`src/rtl/sseg4_decoder.sv`:
```
// Receive-side decoder for a multiplexed 4-digit active-low seven-segment bus.
// Waits for each digit dwell to settle, then turns the lit pattern back into a nibble and flags.
module sseg4_decoder #(
    parameter int STABLE_CYCLES  = 4,
    parameter int TIMEOUT_CYCLES = 1048576
) (
    input  logic        clk,
    input  logic        reset,
    input  logic [3:0]  an,
    input  logic [6:0]  seg,
    input  logic        dp,
    output logic [15:0] data,
    output logic [3:0]  digit_valid,
    output logic [3:0]  blank,
    output logic [3:0]  minus,
    output logic [3:0]  dp_out,
    output logic        frame_done,
    output logic        err,
    output logic        stale
);

    localparam int CNT_W = $clog2(STABLE_CYCLES + 1);
    localparam int TO_W  = $clog2(TIMEOUT_CYCLES + 1);

    localparam logic [CNT_W-1:0] CNT_MAX = CNT_W'(STABLE_CYCLES);
    localparam logic [CNT_W-1:0] CNT_PRE = CNT_W'(STABLE_CYCLES - 1);
    localparam logic [TO_W-1:0]  TO_MAX  = TO_W'(TIMEOUT_CYCLES);
    localparam logic [TO_W-1:0]  TO_LAST = TO_W'(TIMEOUT_CYCLES - 1);

    // Returns {hit, nibble}; p is active-high in gfedcba order.
    function automatic logic [4:0] hex_decode(input logic [6:0] p);
        logic [4:0] r;
        r = 5'h00;
        case (p)
            7'h3F: r = 5'h10;
            7'h06: r = 5'h11;
            7'h5B: r = 5'h12;
            7'h4F: r = 5'h13;
            7'h66: r = 5'h14;
            7'h6D: r = 5'h15;
            7'h7D: r = 5'h16;
            7'h07: r = 5'h17;
            7'h7F: r = 5'h18;
            7'h6F: r = 5'h19;
            7'h77: r = 5'h1A;
            7'h7C: r = 5'h1B;
            7'h39: r = 5'h1C;
            7'h5E: r = 5'h1D;
            7'h79: r = 5'h1E;
            7'h71: r = 5'h1F;
            default: r = 5'h00;
        endcase
        return r;
    endfunction

    // Input sample {an, seg, dp} and the sample from the cycle before.
    logic [11:0]      r_q, r_prev_q;
    logic [CNT_W-1:0] cnt_q, cnt_d;
    logic [TO_W-1:0]  tcnt_q, tcnt_d;
    logic [3:0]       seen_q, seen_d;
    logic [3:0]       nib_q [4];
    logic [3:0]       nib_d [4];
    logic [3:0]       vld_q, vld_d;
    logic [3:0]       blank_q, blank_d;
    logic [3:0]       minus_q, minus_d;
    logic [3:0]       dpo_q, dpo_d;
    logic             frame_q, frame_d;
    logic             err_q, err_d;
    logic             stale_q, stale_d;

    logic [3:0] an_r;
    logic [6:0] seg_r;
    logic       dp_r;
    logic [6:0] pat;
    logic [4:0] dec;
    logic       hit, is_blank, is_minus, bad;
    logic       one_low, same, capture, timeout_fire;
    logic [3:0] dig_sel, seen_or;

    assign an_r  = r_q[11:8];
    assign seg_r = r_q[7:1];
    assign dp_r  = r_q[0];
    assign pat   = ~seg_r;
    assign dec   = hex_decode(pat);
    assign hit      = dec[4];
    assign is_blank = (pat == 7'h00);
    assign is_minus = (pat == 7'h40);
    assign bad      = !hit && !is_blank && !is_minus;

    always_comb begin
        one_low = 1'b0;
        case (an_r)
            4'b1110, 4'b1101, 4'b1011, 4'b0111: one_low = 1'b1;
            default: one_low = 1'b0;
        endcase
    end

    assign same = (r_q == r_prev_q);

    // Idle anodes park the counter at 0 so a dwell always starts counting from a change.
    always_comb begin
        cnt_d = cnt_q;
        if (!one_low)
            cnt_d = '0;
        else if (!same)
            cnt_d = CNT_W'(1);
        else if (cnt_q != CNT_MAX)
            cnt_d = cnt_q + CNT_W'(1);
    end

    assign capture      = one_low && same && (cnt_q == CNT_PRE);
    assign timeout_fire = !capture && (tcnt_q == TO_LAST);
    assign dig_sel      = capture ? ~an_r : 4'b0000;
    assign seen_or      = seen_q | dig_sel;

    always_comb begin
        tcnt_d = tcnt_q;
        if (capture)
            tcnt_d = '0;
        else if (tcnt_q != TO_MAX)
            tcnt_d = tcnt_q + TO_W'(1);
    end

    always_comb begin
        frame_d = capture && (&seen_or);
        err_d   = capture && bad;
        seen_d  = seen_or;
        if (timeout_fire || frame_d)
            seen_d = 4'b0000;
        stale_d = stale_q;
        if (capture)
            stale_d = 1'b0;
        else if (timeout_fire)
            stale_d = 1'b1;
    end

    generate
        for (genvar gi = 0; gi < 4; gi++) begin : g_digit
            assign nib_d[gi]   = (dig_sel[gi] && hit) ? dec[3:0] : nib_q[gi];
            assign vld_d[gi]   = dig_sel[gi] ? hit : (timeout_fire ? 1'b0 : vld_q[gi]);
            assign blank_d[gi] = dig_sel[gi] ? is_blank : blank_q[gi];
            assign minus_d[gi] = dig_sel[gi] ? is_minus : minus_q[gi];
            assign dpo_d[gi]   = dig_sel[gi] ? ~dp_r : dpo_q[gi];
            assign data[4*gi +: 4] = nib_q[gi];
        end
    endgenerate

    always_ff @(posedge clk) begin
        if (reset) begin
            r_q      <= '0;
            r_prev_q <= '0;
            cnt_q    <= '0;
            tcnt_q   <= '0;
            seen_q   <= '0;
            for (int i = 0; i < 4; i++)
                nib_q[i] <= '0;
            vld_q    <= '0;
            blank_q  <= '0;
            minus_q  <= '0;
            dpo_q    <= '0;
            frame_q  <= 1'b0;
            err_q    <= 1'b0;
            stale_q  <= 1'b0;
        end else begin
            r_q      <= {an, seg, dp};
            r_prev_q <= r_q;
            cnt_q    <= cnt_d;
            tcnt_q   <= tcnt_d;
            seen_q   <= seen_d;
            for (int i = 0; i < 4; i++)
                nib_q[i] <= nib_d[i];
            vld_q    <= vld_d;
            blank_q  <= blank_d;
            minus_q  <= minus_d;
            dpo_q    <= dpo_d;
            frame_q  <= frame_d;
            err_q    <= err_d;
            stale_q  <= stale_d;
        end
    end

    assign digit_valid = vld_q;
    assign blank       = blank_q;
    assign minus       = minus_q;
    assign dp_out      = dpo_q;
    assign frame_done  = frame_q;
    assign err         = err_q;
    assign stale       = stale_q;

endmodule

```
`config.mk`:
```
export PLATFORM = sky130hd
export DESIGN_NAME = sseg4_decoder
export DESIGN_NICKNAME = d
export VERILOG_FILES = /design/src/rtl/sseg4_decoder.sv
export SDC_FILE = /design/constraint.sdc
export NUM_CORES = 1
export LEC_CHECK = 0
export CELL_PAD_IN_SITES_DETAIL_PLACEMENT = 1
export CELL_PAD_IN_SITES_GLOBAL_PLACEMENT = 1
export CORE_UTILIZATION = 25
export CTS_BUF_LIST = sky130_fd_sc_hd__clkbuf_4 sky130_fd_sc_hd__clkbuf_8
export CTS_CLUSTER_SIZE = 10
export DETAILED_ROUTE_END_ITERATION = 12
export PLACE_DENSITY = 0.64
export SLEW_MARGIN = 0
export SYNTH_ARGS = -nofsm -noshare
export SYNTH_HDL_FRONTEND = slang
export SYNTH_SLANG_ARGS = --single-unit
```
`constraint.sdc`:
```
create_clock -name clk -period 2.9 [get_ports clk]
set_input_delay 0.58 -clock clk [delete_from_list [all_inputs] [get_ports clk]]
set_output_delay 0.58 -clock clk [all_outputs]
set_load 0.005 [all_outputs]
```
; Yosys cells after proc, flatten, opt, wreduce, memory -nomap -nowiden
; Memory sizes are Yosys's and may differ from the RTL's.
; Index checks and enable logic that the tools add are counted.
[op_classes]
bitwise_logic = 10
add_sub_neg = 2
n_eq_ne = 27
n_mux = 21
n_reduce_logical = 27
[ops]
columns = op, n
row1 = $eq A7 B7 Y1 const B, 13
row2 = $pmux W5 S16, 1
row3 = $mux W4, 9
row4 = $add A21 B1 Y21 const B, 1
row5 = $eq A21 B20 Y1 const B, 1
row6 = $ne A21 B21 Y1 const B, 1
row7 = $eq A7 B3 Y1 const B, 2
row8 = $eq A7 B6 Y1 const B, 2
row9 = $eq A12 B12 Y1, 1
row10 = $eq A4 B4 Y1 const B, 3
row11 = $logic_and A1 B1 Y1, 11
row12 = $mux W1, 11
row13 = $reduce_bool A2 Y1, 4
row14 = $logic_not A7 Y1, 1
row15 = $not A7 Y7, 1
row16 = $reduce_or A2 Y1, 3
row17 = $eq A4 B3 Y1 const B, 1
row18 = $logic_not A1 Y1, 4
row19 = $not A4 Y4, 1
row20 = $or A1 B1 Y1, 4
row21 = $or A4 B4 Y4, 1
row22 = $reduce_and A4 Y1, 1
row23 = $reduce_or A4 Y1, 1
row24 = $add A3 B1 Y3 const B, 1
row25 = other kinds (6), 8
[word_totals]
elab_cells = 113
n_memories = 1
mem_bits_rw = 16
register_bits = 71
out_inout_bits = 35
[mem_list]
columns = name, words, word_bits, read_ports, rd_clocked_by_memory_dff, write_ports, line_no
row1 = nib_q, 4, 4, 4, 0, 4, 61  ; logic [3:0] nib_q [4];

; Longest topological paths before layout
[logic_depth]
depth_word = 11
mapped_depth = 8
ltp_nobuf = 7

; Worst setup path before layout
; Ideal clock, no wire load.
[synth_timing]
kind = register -> register
from = register r_q[9]
to = register vld_q[0] (netlist: digit_valid[0])
arrival_ns = 2.016
period_less_slack_ns = 2.112
n_path_buf = 2
t_required_ns = 2.804
path_slack_ns = 0.788
setup_ns = 0.096
path_stages_with_launch = 8
cell_sequence = dfxtp_1 -> buf_2 -> and4b_1 -> a311oi_2 -> or4_1 -> buf_2 -> or4_1 -> o311ai_1
[synth_between]
elab_chain_len = 8
word_cells_on_any_way = 14
cone_classes = eq/ne (5) / mux (3) / reduce/logical (6)
[synth_lines]
columns = item, line_no
row1 = "start, declared", 57  ; logic [11:0] r_q, r_prev_q;
row2 = "start signal, assigned", 165  ; r_q <= {an, seg, dp};
row3 = $eq A4 B4 Y1 / $eq A4 B3 Y1 (equally long branches), 92  ; case (an_r)
row4 = $reduce_or A4 Y1, 92
row5 = $mux W1, 92
row6 = $logic_and A1 B1 Y1 * (2 in a row), 111  ; assign capture = one_low && same && (cnt_q == CNT_PRE);
row7 = $logic_not A1 Y1, 112  ; assign timeout_fire = !capture && (tcnt_q == TO_LAST);
row8 = $logic_and A1 B1 Y1, 112
row9 = $reduce_bool A2 Y1 (no source line), n/a
row10 = "end signal, assigned", 172  ; vld_q <= vld_d;
row11 = "end, declared", 63  ; logic [3:0] vld_q, vld_d;
; Every way passes the cells marked *; elsewhere a longest branch is shown, timed or not.
; A chain may end at the register's enable or synchronous reset.

==> metrics.txt <==
# TYPE chip_impl_metric gauge
chip_impl_info{name="outcome",value="complete, no violations"} 1
chip_impl_metric{name="hold_buffers",unit=""} 0
chip_impl_metric{name="vias",unit=""} 3471
chip_impl_metric{name="internal-power",unit="W"} 0.00172
chip_impl_metric{name="async_flop_share",unit=""} 0
chip_impl_info{name="yosys_most_used_dff",value="sky130_fd_sc_hd__dfxtp_1"} 1
chip_impl_metric{name="slew_viol_final",unit=""} 0
chip_impl_metric{name="worst_case_clock_skew",unit="ns"} 0.0201
chip_impl_metric{name="insertion_delay",unit="ns"} 0.39
chip_impl_metric{name="globalplace.congestion",unit=""} 0.780
chip_impl_metric{name="totalNegativeSetupSlack",unit="ns"} 0
chip_impl_metric{name="postLayoutSetupSlackWorst",unit="ns"} 0.373
chip_impl_info{name="timing.critical_path.cells",value="xnor2_1 -> nand4_1 -> or4_1 -> a311oi_4 -> mux2i_1"} 1
chip_impl_info{name="r2r-start",value="r_q[4]$_SDFF_PP0_"} 1
chip_impl_metric{name="io_buffer_count",unit=""} 48
chip_impl_metric{name="floorplan.initialDensity",unit=""} 0.255
chip_impl_metric{name="ys_ff_latch",unit=""} 87
chip_impl_metric{name="leakage_power",unit="nW"} 1.67
chip_impl_metric{name="grt_max_degree",unit=""} 55
chip_impl_metric{name="pre_cts_slack",unit="ns"} 0.397
chip_impl_metric{name="hold_viol",unit=""} 0
chip_impl_metric{name="insertedDiodeCount",unit=""} 0
chip_impl_metric{name="drc_violation_count_after_routing",unit=""} 0
chip_impl_metric{name="grt_antenna_before_repair",unit=""} 0
chip_impl_metric{name="global_route.overflow_total",unit=""} 0
chip_impl_metric{name="synth_mux_area_frac",unit=""} 0.0447
chip_impl_metric{name="synth_seq_area_share",unit=""} 0.432
chip_impl_metric{name="max_cap_viol",unit=""} 0
chip_impl_metric{name="finalCritPeriodShare",unit=""} 0.871
chip_impl_metric{name="route.antenna.remaining_nets",unit=""} 0
chip_impl_metric{name="tightest_slew",unit="ns"} 0.737
chip_impl_metric{name="clock_power_share",unit=""} 0.394
chip_impl_metric{name="finish.instance_area",unit="µm²"} 4960
chip_impl_metric{name="grt_pass1_vias",unit=""} 3543
chip_impl_info{name="grt_setup_unrepaired",value="false"} 1
chip_impl_metric{name="drtIter0Drc",unit=""} 183
chip_impl_metric{name="wire_length_of_the_first_global_routing_pass",unit="mm"} 18.5
chip_impl_metric{name="drt-total-wl",unit="mm"} 11.1
chip_impl_metric{name="mappedNetlistArea",unit="µm²"} 4030
chip_impl_info{name="capturing_instance_or_port_of_the_critical_path",value="nib_q[0][1]$_SDFFE_PP0P_"} 1
chip_impl_metric{name="p_switching",unit="W"} 0.000607
chip_impl_metric{name="max_freq",unit="GHz"} 0.396
chip_impl_metric{name="crit_arrival",unit="ns"} 2.84
chip_impl_metric{name="power.share.sequential",unit=""} 0.537
chip_impl_metric{name="post_synth_inst_count",unit=""} 461
chip_impl_metric{name="syn_to_final_growth",unit="%"} 23.0
chip_impl_metric{name="yosysWarnings",unit=""} 0
chip_impl_metric{name="die_width",unit="µm"} 129
chip_impl_metric{name="synthAdderAreaFrac",unit=""} 0.0155
chip_impl_metric{name="cts_inserted_buffers",unit=""} 9
chip_impl_metric{name="number_of_nets_in_the_layout",unit=""} 523
chip_impl_metric{name="floorplan.die_area",unit="µm²"} 16600
chip_impl_metric{name="n_fill_cell",unit=""} 1831
chip_impl_info{name="critPathSlowestCell",value="sky130_fd_sc_hd__or4_1"} 1
chip_impl_metric{name="net_count_synth",unit=""} 480
chip_impl_metric{name="drtPass1Iterations",unit=""} 4
chip_impl_info{name="worst_hold_path_type",value="flip-flop to flip-flop"} 1
chip_impl_metric{name="worst_setup_hold_path_clk_slew",unit="ns"} 0.10
chip_impl_metric{name="netSwitchingFraction",unit=""} 0.261
chip_impl_metric{name="cts.sinks",unit=""} 87
chip_impl_info{name="startpoint_type",value="flip-flop"} 1
chip_impl_metric{name="std_cell_rows",unit=""} 46
chip_impl_metric{name="die_y",unit="µm"} 129
chip_impl_info{name="setup.worst_path.start",value="r_q[4]$_SDFF_PP0_"} 1
chip_impl_metric{name="h-tree-depth",unit=""} 3
chip_impl_metric{name="boundaryPins",unit=""} 49
chip_impl_metric{name="required_time_at_the_endpoint_of_the_critical_path",unit="ns"} 3.21
chip_impl_metric{name="cts_resized",unit=""} 0
chip_impl_metric{name="cts-root-to-sink-buffers",unit=""} 2
chip_impl_metric{name="synth-compound-area-share",unit=""} 0.133
chip_impl_metric{name="syn_area_per_cell",unit="µm²"} 8.74
chip_impl_metric{name="critPathMaxFanout",unit=""} 17
chip_impl_info{name="cts_root_buffer",value="sky130_fd_sc_hd__clkbuf_8"} 1
chip_impl_metric{name="relative_slew_slack",unit=""} 0.508
chip_impl_metric{name="final_layout_size_suffix_gt1_frac",unit=""} 0.0806
chip_impl_metric{name="reg2reg_setup_slack",unit="ns"} 0.37
chip_impl_metric{name="time_the_worst_path_needs_with_i_o_delays_and_setup",unit="ns"} 2.53
chip_impl_metric{name="detailedPlacementHpwl",unit="mm"} 8.03
chip_impl_metric{name="core_region_area",unit="µm²"} 15800
chip_impl_metric{name="synthDistinctLibCells",unit=""} 50
chip_impl_info{name="r2r_end",value="nib_q[0][1]$_SDFFE_PP0P_"} 1
chip_impl_metric{name="synth_edf_count",unit=""} 0
chip_impl_metric{name="vdd_ir_drop_max",unit="mV"} 0.252
chip_impl_metric{name="placement.cell_area",unit="µm²"} 4740
chip_impl_metric{name="grt_usage",unit=""} 0.144
chip_impl_info{name="combinational_family_with_the_most_area_after_synthesis",value="simple AND/OR/NAND/NOR gates"} 1
chip_impl_metric{name="final-setup-viol-count",unit=""} 0
chip_impl_info{name="setup.worst_path.class",value="flip-flop to flip-flop"} 1
chip_impl_metric{name="max_stage_delay",unit="ns"} 0.75
chip_impl_metric{name="viasPerCell",unit=""} 4.79
chip_impl_metric{name="fin_total_pwr",unit="W"} 0.00233
chip_impl_metric{name="multiInputGateArea",unit="µm²"} 2100
chip_impl_metric{name="r2r_depth",unit=""} 5
chip_impl_metric{name="synthXorXnorAreaFrac",unit=""} 0.0739
chip_impl_info{name="cp-end-kind",value="flip-flop"} 1
chip_impl_metric{name="area.sequential",unit="µm²"} 1740
chip_impl_metric{name="post-cts-setup-buffers",unit=""} 0
chip_impl_metric{name="comb_power_share",unit=""} 0.069
chip_impl_metric{name="power.density_cell_area",unit="nW/µm²"} 469
chip_impl_info{name="tritoncts_clock_tree",value="built"} 1
chip_impl_metric{name="post_synth_and_or_nand_nor_area_fraction",unit=""} 0.255
chip_impl_metric{name="detail_route.wl_per_cell",unit="µm"} 15.3
[stage by stage]
| step | hold WS, ns | std cells | utilization |
|---|---|---|---|
| 3_3_place_gp | 0.453 | 709 | 0.300 |
| 3_5_place_dp | 0.457 | 709 | 0.300 |
| 2_1_floorplan | 0.440 | 461 | - |
| 5_1_grt | 0.497 | 725 | 0.313 |
| 6_report | 0.473 | 725 | 0.313 |
| 4_1_cts | 0.480 | 725 | 0.313 |
[registers in the layout, summed over array words and instances (netlist names)]
signal       flops
digit_valid      4
seen_q           4
blank            4
frame_done       1
stale            1
err              1
cnt_q            3
tcnt_q          21
dp_out           4
r_q             12
minus            4
nib_q           16
r_prev_q        12
[how the worst min path moves through the flow]
stage                                         from                       end  slack, ns  depth (start not counted)
after floorplan            tcnt_q[20]$_SDFFE_PP0P_   tcnt_q[20]$_SDFFE_PP0P_       0.44                          2
after global placement    nib_q[2][0]$_SDFFE_PP0P_  nib_q[2][0]$_SDFFE_PP0P_       0.45                          2
after detailed placement  nib_q[0][0]$_SDFFE_PP0P_  nib_q[0][0]$_SDFFE_PP0P_       0.46                          2
after CTS                 nib_q[0][0]$_SDFFE_PP0P_  nib_q[0][0]$_SDFFE_PP0P_       0.48                          2
after global routing      nib_q[3][2]$_SDFFE_PP0P_  nib_q[3][2]$_SDFFE_PP0P_       0.50                          2
final                     nib_q[2][1]$_SDFFE_PP0P_  nib_q[2][1]$_SDFFE_PP0P_       0.47                          2
[cells in the final DEF (no fill, tap or decap), types with 4 or more instances in the layout]
master                            count
sky130_fd_sc_hd__ha_1                 5
sky130_fd_sc_hd__dfxtp_1             87
sky130_fd_sc_hd__buf_4               12
sky130_fd_sc_hd__xnor2_1             19
sky130_fd_sc_hd__nand2_1             42
sky130_fd_sc_hd__nand2b_1             6
sky130_fd_sc_hd__nor2_1              54
sky130_fd_sc_hd__o311ai_0             5
sky130_fd_sc_hd__nor3_1               8
sky130_fd_sc_hd__xor2_1              15
sky130_fd_sc_hd__nand3_1             21
sky130_fd_sc_hd__o211ai_1             9
sky130_fd_sc_hd__o311ai_1             4
sky130_fd_sc_hd__clkbuf_8            10
sky130_fd_sc_hd__clkdlybuf4s50_1     47
sky130_fd_sc_hd__o2111ai_1            6
sky130_fd_sc_hd__mux2i_1             18
sky130_fd_sc_hd__o21ai_0             11
sky130_fd_sc_hd__inv_1               17
sky130_fd_sc_hd__nand4_1             15
sky130_fd_sc_hd__a21oi_1             18
sky130_fd_sc_hd__nor4_1               8
sky130_fd_sc_hd__nor2b_1             20
[synthesized netlist by cell type (all sizes together) (3+ instances only)]
library cell  count  area share
nand3            21       0.026
o211ai            9       0.017
inv              17       0.016
nand4            15       0.023
or4               3      0.0056
ha                5       0.016
o311ai           10       0.024
nand3b            3      0.0056
clkbuf           13       0.012
buf              15       0.018
mux2i            18       0.045
nand2            42       0.039
nor2             54       0.050
nor2b            20       0.031
xor2             15       0.033
nor3              8      0.0099
o2111ai           6       0.013
or3               3      0.0047
or3b              3      0.0065
xnor2            19       0.041
dfxtp            87        0.43
o21ai            12       0.015
nor4              9       0.016
a32o              3      0.0075
nand2b            6      0.0093
a21oi            18       0.022
nor4b             3      0.0065
[kinds of logic (layout without fill, tap and decap cells)]
logic type	after synthesis	after routing
AND/OR/NAND/NOR	201	201
flip-flops	87	87
AO/OA/AOI/OAI	71	71
buffers and inverters	45	93
XOR/XNOR	34	34
multiplexers	18	18
adder cells (fa/ha/maj)	5	5
[worst max-delay path, delay by kind of cell (launching register included)]
kind / cells / cell delay [ns]
compound gates: 1 / 0.43
xor+xnor: 1 / 0.20
flops: 1 / 0.67
mux: 1 / 0.25
simple gates: 2 / 0.90
[routing by layer]
| metal | part of all wire | up-vias | GRT usage | wire length [µm] |
|---|---|---|---|---|
| met1 | 0.47 | 1687 | 0.181 | 5250 |
| met4 | 0.019 | 0 | 0.0484 | 209 |
| met5 | 0 | - | 0 | 0 |
| met2 | 0.47 | 58 | 0.241 | 5280 |
| met3 | 0.033 | 19 | 0.0358 | 366 |
| li1 | - | 1707 | - | - |
[power groups by stage]
stage,Combinational (W),Clock [W],Sequential (W)
floorplan,0.000130,0,0.00125
global placement,0.000158,0,0.00127
detailed placement,0.000161,0,0.00128
CTS,0.000161,0.000951,0.00125
global route,0.000177,0.00101,0.00125
finish,0.000160,0.000916,0.00125
[area by class of cell]
type	count	area share
Multi-Input combinational cell	329	0.424
Sequential cell	87	0.351
Timing Repair Buffer	60	0.114
Tap cell	216	0.0545
Clock buffer	10	0.0278
Clock inverter	6	0.0151
Inverter	17	0.0129
No activity file was read; power rests on OpenSTA's default activity.
